$ cat config.mk
export PLATFORM = sky130hd
export DESIGN_NAME = vga_rgb_fifo
export DESIGN_NICKNAME = d
export VERILOG_FILES = /design/src/rtl/vga_pkg.sv /design/src/rtl/vga_fifo_dpram.sv /design/src/rtl/vga_rgb_fifo.sv
export SDC_FILE = /design/constraint.sdc
export NUM_CORES = 1
export LEC_CHECK = 0
export CORE_MARGIN = 8
export CORE_UTILIZATION = 35
export CTS_CLUSTER_SIZE = 12
export DETAILED_ROUTE_END_ITERATION = 16
export PLACE_DENSITY_LB_ADDON = 0.3
export SYNTH_ARGS = -nofsm -noshare
export SYNTH_HDL_FRONTEND = slang
export SYNTH_SLANG_ARGS = --single-unit
$ cat constraint.sdc
create_clock -name clk -period 3.09 [get_ports clk]
set_clock_uncertainty 0.2 [all_clocks]
set_input_delay 0.309 -clock clk [delete_from_list [all_inputs] [get_ports clk]]
set_output_delay 0.309 -clock clk [all_outputs]
set_load 0.01 [all_outputs]
$ cat src/rtl/vga_pkg.sv
// Shared VGA pipeline types and sizes.
package vga_pkg;

  localparam int unsigned RGB_W       = 24;
  localparam int unsigned RGB_FIFO_AW = 4;

  typedef logic [RGB_W-1:0] rgb_t;

endpackage

$ cat src/rtl/vga_fifo_dpram.sv
// Simple dual-port RAM, one write and one registered read port.
// Only the read register is cleared; the array itself holds whatever was written.
module vga_fifo_dpram #(
  parameter int unsigned DW = 24,
  parameter int unsigned AW = 4
) (
  input  logic          clk,
  input  logic          rst,
  input  logic          clr,
  input  logic          we,
  input  logic [AW-1:0] waddr,
  input  logic [DW-1:0] wdata,
  input  logic          re,
  input  logic [AW-1:0] raddr,
  output logic [DW-1:0] q
);

  localparam int unsigned DEPTH = 1 << AW;

  logic [DW-1:0] mem [DEPTH];

  always_ff @(posedge clk) begin
    if (we) mem[waddr] <= wdata;
  end

  always_ff @(posedge clk or posedge rst) begin
    if (rst)      q <= '0;
    else if (clr) q <= '0;
    else if (re)  q <= mem[raddr];
  end

endmodule

$ cat src/rtl/vga_rgb_fifo.sv
// Pixel FIFO between colour processing and the pixel output stage.
// Count-based occupancy; status flags are registered from the next-state level.
module vga_rgb_fifo
  import vga_pkg::*;
#(
  parameter int unsigned DW    = RGB_W,
  parameter int unsigned AW    = RGB_FIFO_AW,
  parameter int unsigned AFULL = 2
) (
  input  logic          clk,
  input  logic          rst,
  input  logic          srst,
  input  logic          wreq,
  input  logic [DW-1:0] d,
  input  logic          rreq,
  output logic [DW-1:0] q,
  output logic          empty,
  output logic          full,
  output logic          nearly_full,
  output logic [AW:0]   level,
  output logic          ovf,
  output logic          unf,
  input  logic          err_clr
);

  localparam int unsigned DEPTH = 1 << AW;
  localparam int unsigned LW    = AW + 1;

  logic [AW-1:0] wptr;
  logic [AW-1:0] rptr;
  logic          wr_ok;
  logic          rd_ok;
  logic [AW:0]   lvl_nxt;

  // Legality is judged on the registered flags, so no wreq/rreq -> flag path exists.
  always_comb begin
    wr_ok   = wreq & ~full;
    rd_ok   = rreq & ~empty;
    lvl_nxt = level + LW'(wr_ok) - LW'(rd_ok);
  end

  always_ff @(posedge clk or posedge rst) begin
    if (rst) begin
      wptr        <= '0;
      rptr        <= '0;
      level       <= '0;
      empty       <= 1'b1;
      full        <= 1'b0;
      nearly_full <= 1'b0;
      ovf         <= 1'b0;
      unf         <= 1'b0;
    end else if (srst) begin
      wptr        <= '0;
      rptr        <= '0;
      level       <= '0;
      empty       <= 1'b1;
      full        <= 1'b0;
      nearly_full <= 1'b0;
      ovf         <= 1'b0;
      unf         <= 1'b0;
    end else begin
      if (wr_ok) wptr <= wptr + AW'(1);
      if (rd_ok) rptr <= rptr + AW'(1);
      level       <= lvl_nxt;
      empty       <= (lvl_nxt == '0);
      full        <= (lvl_nxt == LW'(DEPTH));
      nearly_full <= (lvl_nxt >= LW'(DEPTH - AFULL));
      // A fresh error in the clearing cycle keeps the flag set.
      ovf         <= (wreq & full)  | (ovf & ~err_clr);
      unf         <= (rreq & empty) | (unf & ~err_clr);
    end
  end

  vga_fifo_dpram #(
    .DW (DW),
    .AW (AW)
  ) u_ram (
    .clk   (clk),
    .rst   (rst),
    .clr   (srst),
    .we    (wr_ok & ~srst),
    .waddr (wptr),
    .wdata (d),
    .re    (rd_ok & ~srst),
    .raddr (rptr),
    .q     (q)
  );

endmodule

==> results of run 1 <==
-- critical path, stage by stage (launching register included) --
cell and delay (ns):
sky130_fd_sc_hd__dfrtp_1 0.39, sky130_fd_sc_hd__nor2b_1 0.19, sky130_fd_sc_hd__inv_1 0.08, sky130_fd_sc_hd__ha_1 0.30, sky130_fd_sc_hd__inv_1 0.06, sky130_fd_sc_hd__ha_1 0.15
sky130_fd_sc_hd__inv_1 0.06, sky130_fd_sc_hd__fa_1 0.43, sky130_fd_sc_hd__nor2b_1 0.16, sky130_fd_sc_hd__o21ai_0 0.16, sky130_fd_sc_hd__a21oi_1 0.23, sky130_fd_sc_hd__o32ai_1 0.11
-- worst max path at each step --
stage | startpoint | endpoint | slack, ns | depth (start not counted)
after global routing | full$_DFF_PP0_ | full$_DFF_PP0_ | 0.27 | 10
after floorplan | full$_DFF_PP0_ | nearly_full$_DFF_PP0_ | 0.41 | 11
final | full$_DFF_PP0_ | nearly_full$_DFF_PP0_ | 0.44 | 11
after CTS | full$_DFF_PP0_ | nearly_full$_DFF_PP0_ | 0.46 | 11
after detailed placement | wreq | nearly_full$_DFF_PP0_ | 0.06 | 12
after global placement | wreq | nearly_full$_DFF_PP0_ | 0.08 | 12
-- routing by layer --
layer | track usage (%) | wire, µm | share of wire, %
met5 | 0 | 0 | 0
met2 | 21.94 | 17390 | 49
met1 | 18.04 | 16060 | 45
met4 | 3.913 | 694 | 1.9
met3 | 2.359 | 1644 | 4.6
-- cell usage after synthesis (2+ instances only) --
cell type                  instances
sky130_fd_sc_hd__edfxtp_1        384
sky130_fd_sc_hd__mux4_2           70
sky130_fd_sc_hd__mux2i_1          47
sky130_fd_sc_hd__dfrtp_1          41
sky130_fd_sc_hd__nand2_1          27
sky130_fd_sc_hd__a221oi_1         23
sky130_fd_sc_hd__o21ai_0          21
sky130_fd_sc_hd__and2_1           18
sky130_fd_sc_hd__clkbuf_1         17
sky130_fd_sc_hd__a22oi_1          16
sky130_fd_sc_hd__mux2_2           14
sky130_fd_sc_hd__inv_1            13
sky130_fd_sc_hd__nor2_1           13
sky130_fd_sc_hd__a22oi_2          10
sky130_fd_sc_hd__ha_1             10
sky130_fd_sc_hd__mux2_4           10
sky130_fd_sc_hd__buf_1             7
sky130_fd_sc_hd__xor2_1            6
sky130_fd_sc_hd__a21oi_1           5
sky130_fd_sc_hd__buf_6             5
sky130_fd_sc_hd__nor2b_1           5
sky130_fd_sc_hd__o21ai_1           5
sky130_fd_sc_hd__buf_4             4
sky130_fd_sc_hd__buf_8             4
sky130_fd_sc_hd__xnor2_1           4
sky130_fd_sc_hd__buf_2             3
sky130_fd_sc_hd__mux4_1            3
sky130_fd_sc_hd__nor3_1            3
sky130_fd_sc_hd__buf_12            2
sky130_fd_sc_hd__nand3_1           2
sky130_fd_sc_hd__nor4b_1           2
-- power by group --
group          switching (W)  internal (W)
combinational       0.000963      0.000988
sequential          0.000131       0.00648
clock                0.00217       0.00299
-- sequential cells by signal, indices dropped and copies added (netlist names) --
register	cells
level	5
full	1
u_ram.mem	384
u_ram.q	24
nearly_full	1
ovf	1
unf	1
wptr	4
rptr	4
empty	1
-- cells by family after synthesis --
family / after synthesis
XOR/XNOR: 10
adder cells (fa/ha/maj): 11
buffers and inverters: 56
AND/OR/NAND/NOR: 77
AO/OA/AOI/OAI: 85
multiplexers: 144
flip-flops: 426
-- metrics by stage --
stage,utilization (%),hold slack (ns),worst slack (ns),std cells,instance area [µm²]
2_1_floorplan,-,0.2079,0.4145,809,16640
3_3_place_gp,38.55,0.3022,0.07621,1484,18250
3_5_place_dp,38.55,0.3098,0.06376,1484,18250
4_1_cts,41.58,0.1864,0.4575,1569,19690
5_1_grt,41.58,0.2325,0.2727,1569,19690
6_report,41.58,0.2059,0.4389,1569,19690
-- final cells by class --
type	count	area, µm²
Clock inverter	17	131.4
Inverter	14	52.55
Timing Repair Buffer	103	1134
Sequential cell	426	12590
Multi-Input combinational cell	327	3720
Fill cell	4131	27660
Tap cell	615	769.5
Clock buffer	67	1291
==> results by group, run 1 <==
Power and ir drop
  • Total design power: about 0.014 W
  • Static leakage: 6.471 nW
  • IR drop worst, VDD: approximately 0.36 mV
  • Power density of the placed cells: about 700 nW/µm²

Synth
  • Mux share of post-synthesis cell area: roughly 15%
  • Sequential cell area fraction in the yosys report: 75.64%
  • Total nets after synthesis: between 800 and 900
  • Share of synthesized registers carrying an async set or reset: 9.859%
  • Flip-flop cell with the highest count after synthesis: sky130_fd_sc_hd__edfxtp_1
  • Fraction of the mapped netlist area in simple logic gates: 2.377%
  • Synth warnings: 0
  • Top-area cell type share of the netlist area: between 60 and 70%
  • Post-synthesis share of cell area spent on full adders, half adders and majority gates: 0.8724%
  • Number of distinct library cells after synthesis: between 40 and 50
  • Synth Area per Inst: roughly 21 µm²
  • Instance count of the mapped netlist: slightly above 800
  • Dominant combinational cell family by area after synthesis: multiplexers
  • Post-synthesis register bit count: 426
  • Complex-gate fraction of the synthesized area: 3.888%
  • EDFF count, synth: approximately 380
  • Leading post-synthesis cells by cell area: sky130_fd_sc_hd__edfxtp_1 (69%), sky130_fd_sc_hd__mux4_2 (9.5%), sky130_fd_sc_hd__dfrtp_1 (6.2%), sky130_fd_sc_hd__mux2i_1 (2.8%), sky130_fd_sc_hd__a221oi_1 (1.2%)
  • Parity-gate share of the synthesized area counting xor and xnor cells: less than 1%
  • Post-synth top area cell: sky130_fd_sc_hd__edfxtp_1
  • Netlist area before placement: approximately 17000 µm²

Route
  • Number of iterations in the first detailed-routing pass: 5
  • Routed wirelength normalized by instance count: between 20 and 25 µm
  • DR vias: 7996
  • Post-route DRC: 0
  • Violation count after the first detailed-routing iteration: 520
  • Via density per instance: a little over 5
  • Sum of routed wire length over all layers: about 36000 µm
  • Antenna Nets Post-Route: 0

Setup path
  • Reg2Reg Setup Slack: approximately 0.44 ns
  • Worst flop-to-flop path endpoint: nearly_full$_DFF_PP0_
  • CP Max Fanout: 3
  • Worst setup path category: register to register
  • Reg2Reg Depth: 11
  • Endpoint class of the critical path: register
  • Reg2Reg Launch Point: full$_DFF_PP0_
  • Worst path required time: about 3.3 ns
  • Arrival time of the worst setup path: approximately 2.9 ns
  • Setup crit start kind: register

Placed design
  • Input/output buffers: 63
  • Gpl congestion: 0.7170
  • Post-detail-place hpwl: about 20000 µm

Run status
  • Status: finished, final reports clean

Timing
  • Number of endpoints failing setup at the final stage: 0
  • Highest clock rate: between 300 and 400 MHz
  • Relative max-transition margin: between 30% and 40%
  • Min Tclk post-route: between 2 and 3 ns
  • Share of the clock period used by the worst path after layout: between 80% and 90%
  • Final-report hold violation count: 0
  • Slew at the pin closest to its max-slew limit: 0.9385 ns
  • Max Transition Viols Final: 0
  • RSZ-0062 raised after global routing: false
  • Setup TNS Final: 0 ns

Global routing
  • Remaining global-route overflow: 0
  • Largest net degree at the start of global routing: 77
  • First-pass GRT wire length: around 54000 µm
  • Number of global-route vias before repair: between 8000 and 9000
  • Total global-route track usage: 13.35%
  • Antenna violations before repair: 0

Clock network
  • Post-CTS setup-driven buffer insertion count: 0
  • CTS Root Cell: sky130_fd_sc_hd__clkbuf_16
  • Clock latency on the worst-skew pair: 0.58 ns
  • Clock-pin slew reported for the worst setup and hold paths after clock tree synthesis: around 0.060 ns
  • TritonCTS clock tree: built
  • TritonCTS buffer count: 46
  • CTS resizes: 0
  • Hold-fix buffers at CTS: 1
  • Maximum clock path buffer count: 3
  • Number of clock sinks: 426
  • Depth of the CTS H-tree: 2

Floorplanning
  • Initial Utilization: between 30% and 40%
  • Ports: 64
  • Floorplan die width: 234.0 µm
  • Total core area: around 47000 µm²
  • Die Y-Extent: approximately 230 µm
  • Row cnt: 80
  • Total die area: 54760 µm²

Layout
  • Number of antenna diodes: 0
  • Commonest cells after routing, fill and taps aside: sky130_fd_sc_hd__edfxtp_1 (384), sky130_fd_sc_hd__mux4_2 (70), sky130_fd_sc_hd__clkdlybuf4s50_1 (63)
  • Most common library cell in the layout ignoring fill and taps: sky130_fd_sc_hd__edfxtp_1
  • Final-stage net count: about 960
  • Relative area change from synthesis to final layout: 18.34%
  • Fraction of final layout cells with drive strength greater than 1: 22.33%

Hold path
  • Hold Path End: ovf$_DFF_PP0_
  • Hold Startpoint: err_clr
  • Hold-critical path depth: 4
  • Type of the tightest min-delay check: primary input to register

Run
  • Total of max-cap violations: 0
No activity file was read; power rests on OpenSTA's default activity.
==> run 2, diff against run 1 <==
==> constraint.sdc (replaced) <==
create_clock -name clk -period 3.09 [get_ports clk]
set_clock_uncertainty 0.2 [all_clocks]
set_input_delay 0.309 -clock clk [delete_from_list [all_inputs] [get_ports clk]]
set_output_delay 0.309 -clock clk [all_outputs]
set_load 0.1 [all_outputs]
==> results by group, run 2 (synthesis results as in run 1) <==
Clock network
  • Clock latency on the worst-skew pair: 0.55 ns
  • Number of clock sinks: ~430
  • CTS Root Cell: sky130_fd_sc_hd__clkbuf_16
  • TritonCTS clock tree: built
  • Post-CTS setup-driven buffer insertion count: 0
  • Depth of the CTS H-tree: 2
  • TritonCTS buffer count: 45
  • Hold-fix buffers at CTS: 1
  • Maximum clock path buffer count: 3
  • CTS resizes: 0
  • Clock-pin slew reported for the worst setup and hold paths after clock tree synthesis: about 0.060 ns

Setup path
  • Worst path required time: between 3 and 4 ns
  • CP Max Fanout: 3
  • Worst setup path category: register to register
  • Setup crit start kind: register
  • Reg2Reg Setup Slack: ~0.44 ns
  • Arrival time of the worst setup path: between 2 and 3 ns
  • Endpoint class of the critical path: register

Layout
  • Final-stage net count: roughly 970
  • Number of antenna diodes: 0
  • Largest register FFs: 384
  • Most common library cell in the layout ignoring fill and taps: sky130_fd_sc_hd__edfxtp_1
  • Largest registers: u_ram.mem: 384 flops, u_ram.q: 24 flops, level: 5 flops
  • Finished Cell Area: around 20000 µm²
  • Commonest cells after routing, fill and taps aside: sky130_fd_sc_hd__edfxtp_1 (384), sky130_fd_sc_hd__mux4_2 (70), sky130_fd_sc_hd__buf_4 (67)
  • Relative area change from synthesis to final layout: 17.68%
  • Fraction of final layout cells with drive strength greater than 1: between 20% and 30%
  • Register with the most flip-flops: u_ram.mem

Power and ir drop
  • Total design power: approximately 0.014 W
  • Power density of the placed cells: a little over 700 nW/µm²
  • Static leakage: between 6 and 7 nW
  • IR drop worst, VDD: 0.3569 mV

Global routing
  • Antenna violations before repair: 0
  • First-pass GRT wire length: between 50000 and 60000 µm
  • Largest net degree at the start of global routing: 40
  • Total global-route track usage: between 10% and 20%
  • Number of global-route vias before repair: roughly 8600
  • Remaining global-route overflow: 0

Placed design
  • Post-detail-place hpwl: approximately 22000 µm
  • Post-placement cell area: 18210 µm²
  • Input/output buffers: between 60 and 70
  • Gpl congestion: between 0.7 and 0.8
  • Minimum setup slack after placement: 0.04322 ns

Timing
  • Worst Hold Slack: roughly 0.21 ns
  • Share of the clock period used by the worst path after layout: a little under nine tenths
  • Final-report hold violation count: 0
  • Min Tclk post-route: around 2.6 ns
  • Final setup slack of the worst path: about 0.44 ns
  • Slew at the pin closest to its max-slew limit: around 0.93 ns
  • RSZ-0062 raised after global routing: false
  • Relative max-transition margin: between 30 and 40%
  • Setup TNS Final: 0 ns
  • Number of endpoints failing setup at the final stage: 0
  • Highest clock rate: about 380 MHz
  • Max Transition Viols Final: 0

Floorplanning
  • Total die area: 54760 µm²
  • Die Y-Extent: around 230 µm
  • Floorplan die width: ~230 µm
  • Total core area: approximately 47000 µm²
  • Row cnt: 80
  • Initial Utilization: between 30% and 40%
  • Ports: 64

Route
  • Sum of routed wire length over all layers: 36690 µm
  • Number of iterations in the first detailed-routing pass: 4
  • Violation count after the first detailed-routing iteration: between 500 and 600
  • Antenna Nets Post-Route: 0
  • DR vias: approximately 8000
  • Post-route DRC: 0
  • Via density per instance: around 5.1
  • Routed wirelength normalized by instance count: ~23 µm

Run status
  • Status: finished, final reports clean

Hold path
  • Type of the tightest min-delay check: primary input to register

Run
  • Total of max-cap violations: 0
## run 2: changes by cell type in the layout (fill, tap and decap cells not counted), sizes merged
cell,change
inv,-2
clkinv,-3
clkinvlp,+1
clkbuf,+3
clkdlybuf4s50,-34
bufinv,-1
buf,+42
## run 2: critical path, stage by stage (launching register included)
cell,delay (ns)
sky130_fd_sc_hd__dfrtp_2,0.41
sky130_fd_sc_hd__nor2b_1,0.17
sky130_fd_sc_hd__inv_1,0.08
sky130_fd_sc_hd__ha_1,0.30
sky130_fd_sc_hd__inv_1,0.06
sky130_fd_sc_hd__ha_1,0.15
sky130_fd_sc_hd__inv_1,0.06
sky130_fd_sc_hd__fa_1,0.42
sky130_fd_sc_hd__nor2b_1,0.17
sky130_fd_sc_hd__o21ai_0,0.16
sky130_fd_sc_hd__a21oi_1,0.23
sky130_fd_sc_hd__o32ai_1,0.12
## run 2: power breakdown
part	total (W)	switching, W	internal, W
Clock	0.00497	0.00210	0.00287
Combinational	0.00256	0.00160	0.000958
Sequential	0.00665	0.000166	0.00648
Total	0.0142	0.00387	0.0103
## run 2: layer usage
metal	wire length, µm	share of wire (%)	vias to the layer above	GRT usage, %
li1	-	-	3537	-
met1	16080	44	4216	18.00
met2	18110	49	172	22.88
met3	1807	4.9	53	2.492
met4	698	1.9	0	3.736
met5	0	0	-	0
## run 2: cell type report
class                   instances  area, µm²
clock buffers                  70       1291
clock inverters                12      71.32
fillers                      4216      27770
inverters                      14      52.55
multi-input cells             327       3720
flip-flops and latches        426      12590
well taps                     615      769.5
repair buffers                111       1084
## run 2: path summary, 6_finish.rpt
path / from / end / cells after the start
setup / recovery: full$_DFF_PP0_ / nearly_full$_DFF_PP0_ / 11
min in group asynchronous: rst / unf$_DFF_PP0_ / 3
hold reg to reg: ovf$_DFF_PP0_ / ovf$_DFF_PP0_ / 2
max in group asynchronous: rst / u_ram.q[23]$_DFFE_PP0P_ / 4
setup reg to reg: full$_DFF_PP0_ / nearly_full$_DFF_PP0_ / 11
hold / removal: err_clr / ovf$_DFF_PP0_ / 4
## run 2: metrics by stage
step           util [%]  instances
2_1_floorplan         -        809
3_3_place_gp      38.45       1492
3_5_place_dp      38.45       1492
4_1_cts           41.35       1575
5_1_grt           41.35       1575
6_report          41.35       1575
==> run 3, diff against run 2 <==
--- a/config.mk
+++ b/config.mk
@@ -5,7 +5,6 @@
 export SDC_FILE = /design/constraint.sdc
 export NUM_CORES = 1
 export LEC_CHECK = 0
-export CORE_MARGIN = 8
 export CORE_UTILIZATION = 35
 export CTS_CLUSTER_SIZE = 12
 export DETAILED_ROUTE_END_ITERATION = 16
@@ -13,3 +12,4 @@
 export SYNTH_ARGS = -nofsm -noshare
 export SYNTH_HDL_FRONTEND = slang
 export SYNTH_SLANG_ARGS = --single-unit
+export TNS_END_PERCENT = 10
==> results by group, run 3 (synthesis results as in run 1) <==
Placed design
  • Post-detail-place hpwl: between 20000 and 25000 µm
  • Gpl congestion: between 0.7 and 0.8
  • Minimum setup slack after placement: approximately 0.12 ns
  • Input/output buffers: 63

Setup path
  • Worst path bufs/invs: 3
  • Worst path required time: about 3.3 ns
  • Reg2Reg Depth: 11
  • CP Max Fanout: 3
  • Cell type of the slowest stage on the worst timing path: sky130_fd_sc_hd__fa_1
  • Largest incremental delay on the critical path: 0.42 ns
  • Setup crit start kind: register
  • Cell Chain, Critical Path: nor2b_1 > inv_1 > ha_1 > inv_1 > ha_1 > inv_1 > fa_1 > nor2b_1 > o21ai_0 > a21oi_1 > o32ai_1
  • Critical Path Most Common Cell: sky130_fd_sc_hd__inv_1
  • Reg2Reg Launch Point: full$_DFF_PP0_
  • Worst setup path category: register to register
  • Arrival time of the worst setup path: 2.81 ns
  • Reg2Reg Setup Slack: approximately 0.49 ns
  • Worst flop-to-flop path endpoint: nearly_full$_DFF_PP0_
  • Endpoint class of the critical path: register
  • CP delay by family, top: adder cells

Layout
  • Number of antenna diodes: 0
  • Largest registers: u_ram.mem: 384 flops, u_ram.q: 24 flops, level: 5 flops
  • Most common library cell in the layout ignoring fill and taps: sky130_fd_sc_hd__edfxtp_1
  • Area taken by flip-flops and latches: approximately 13000 µm²
  • Fillers: approximately 4000
  • Commonest cells after routing, fill and taps aside: sky130_fd_sc_hd__edfxtp_1 (384), sky130_fd_sc_hd__mux4_2 (70), sky130_fd_sc_hd__buf_4 (68)
  • Register with the most flip-flops: u_ram.mem
  • Relative area change from synthesis to final layout: 17.94%
  • Multi-input logic area: 3720 µm²
  • Largest register FFs: around 380
  • Final-stage net count: a little under 1000
  • Fraction of final layout cells with drive strength greater than 1: 26.58%

Clock network
  • Depth of the CTS H-tree: 2
  • Clock latency on the worst-skew pair: between 0.5 and 0.6 ns
  • Maximum clock path buffer count: 3
  • Clock-pin slew reported for the worst setup and hold paths after clock tree synthesis: approximately 0.060 ns
  • TritonCTS clock tree: built
  • Number of clock sinks: about 430
  • Post-CTS setup-driven buffer insertion count: 0
  • TritonCTS buffer count: 45
  • CTS Root Cell: sky130_fd_sc_hd__clkbuf_16

Timing
  • Share of the clock period used by the worst path after layout: 84.06%
  • Number of endpoints failing setup at the final stage: 0
  • Final-report hold violation count: 0
  • Slew at the pin closest to its max-slew limit: approximately 0.83 ns
  • Min Tclk post-route: roughly 2.6 ns
  • Highest clock rate: 385.0 MHz
  • Final setup slack of the worst path: a little under 0.5 ns
  • Max Transition Viols Final: 0
  • Relative max-transition margin: between 40 and 50%
  • Setup TNS Final: 0 ns
  • RSZ-0062 raised after global routing: false

Route
  • Routed wirelength normalized by instance count: ~23 µm
  • Via density per instance: between 5 and 6
  • Post-route DRC: 7
  • Sum of routed wire length over all layers: roughly 36000 µm
  • Number of iterations in the first detailed-routing pass: 10
  • DR vias: 7958
  • Antenna Nets Post-Route: 0
  • Violation count after the first detailed-routing iteration: around 630

Run status
  • Status: finished, violations left
  • Violations in the final reports: DRC

Global routing
  • Antenna violations before repair: 0
  • Number of global-route vias before repair: approximately 8400
  • Remaining global-route overflow: 0
  • Largest net degree at the start of global routing: 50
  • Total global-route track usage: 15.11%
  • First-pass GRT wire length: ~54000 µm

Hold path
  • Type of the tightest min-delay check: primary input to register
  • Hold Path End: unf$_DFF_PP0_
  • Hold Startpoint: err_clr
  • Hold-critical path depth: 4

Floorplanning
  • Die Y-Extent: 220.0 µm
  • Total die area: approximately 48000 µm²
  • Row cnt: just under 80
  • Total core area: 46750 µm²
  • Floorplan die width: between 200 and 250 µm
  • Initial Utilization: a little over a third
  • Ports: between 60 and 70

Run
  • Total of max-cap violations: 0

Power and ir drop
  • Power density of the placed cells: between 700 and 800 nW/µm²
  • Static leakage: ~6.6 nW
  • IR drop worst, VDD: 0.3482 mV
-- run 3: changes by cell type in the layout (fill, tap and decap cells not counted), sizes merged --
| cell | before | now |
|---|---|---|
| clkinvlp | 2 | 0 |
| clkbuf | 70 | 69 |
| buf | 81 | 83 |
| clkinv | 10 | 13 |
| bufinv | 0 | 1 |
-- run 3: repair_timing --
action	CTS	global route
hold buffers	1	0
resized for setup	0	0
hold endpoints to repair	12	0
-- run 3: worst max path at each step --
stage | startpoint | end | slack, ns | depth (start not counted)
4_1_cts | full$_DFF_PP0_ | nearly_full$_DFF_PP0_ | 0.49 | 11
3_3_place_gp | wreq | nearly_full$_DFF_PP0_ | 0.1 | 12
5_1_grt | full$_DFF_PP0_ | full$_DFF_PP0_ | 0.22 | 10
6_report | full$_DFF_PP0_ | nearly_full$_DFF_PP0_ | 0.49 | 11
2_1_floorplan | full$_DFF_PP0_ | nearly_full$_DFF_PP0_ | 0.16 | 11
3_5_place_dp | wreq | nearly_full$_DFF_PP0_ | 0.12 | 12
-- run 3: per-stage QoR --
stage	area [µm²]	utilization (%)	total power, W	hold WS, ns	instances
floorplan	16640	-	0.008732	0.2079	809
finish	19620	41.96	0.01427	0.2263	1570
CTS	19620	41.96	0.01444	0.2094	1570
global route	19620	41.96	0.01482	0.2553	1570
global placement	18220	38.98	0.009356	0.3058	1486
detailed placement	18220	38.98	0.009373	0.3102	1486
-- run 3: worst min-delay path, delay by kind of cell --
family          cells  cell delay, ns
buf+inv             2            0.48
compound gates      1            0.07
simple gates        1            0.08
-- run 3: area by class of cell --
type / count / share of cell area (%)
sequential: 426 / 64.17
multi-input combinational: 327 / 18.96
clock buffer: 69 / 6.562
timing repair buffer: 113 / 5.663
tap: 607 / 3.871
clock inverter: 14 / 0.5102
inverter: 14 / 0.2678
-- run 3: report_power, final --
part	switching, W	internal (W)	total, W
sequential	0.000164	0.00648	0.00665
combinational	0.00159	0.000970	0.00256
clock	0.00211	0.00295	0.00506
-- run 3: layer usage --
layer,share of wire [%],vias up,GRT usage (%),wire [µm]
met1,47,4235,21.28,16700
met4,1.6,0,3.724,557
met3,3.4,41,2.526,1223
li1,-,3542,-,-
met5,0,-,0,0
met2,48,140,24.38,17020
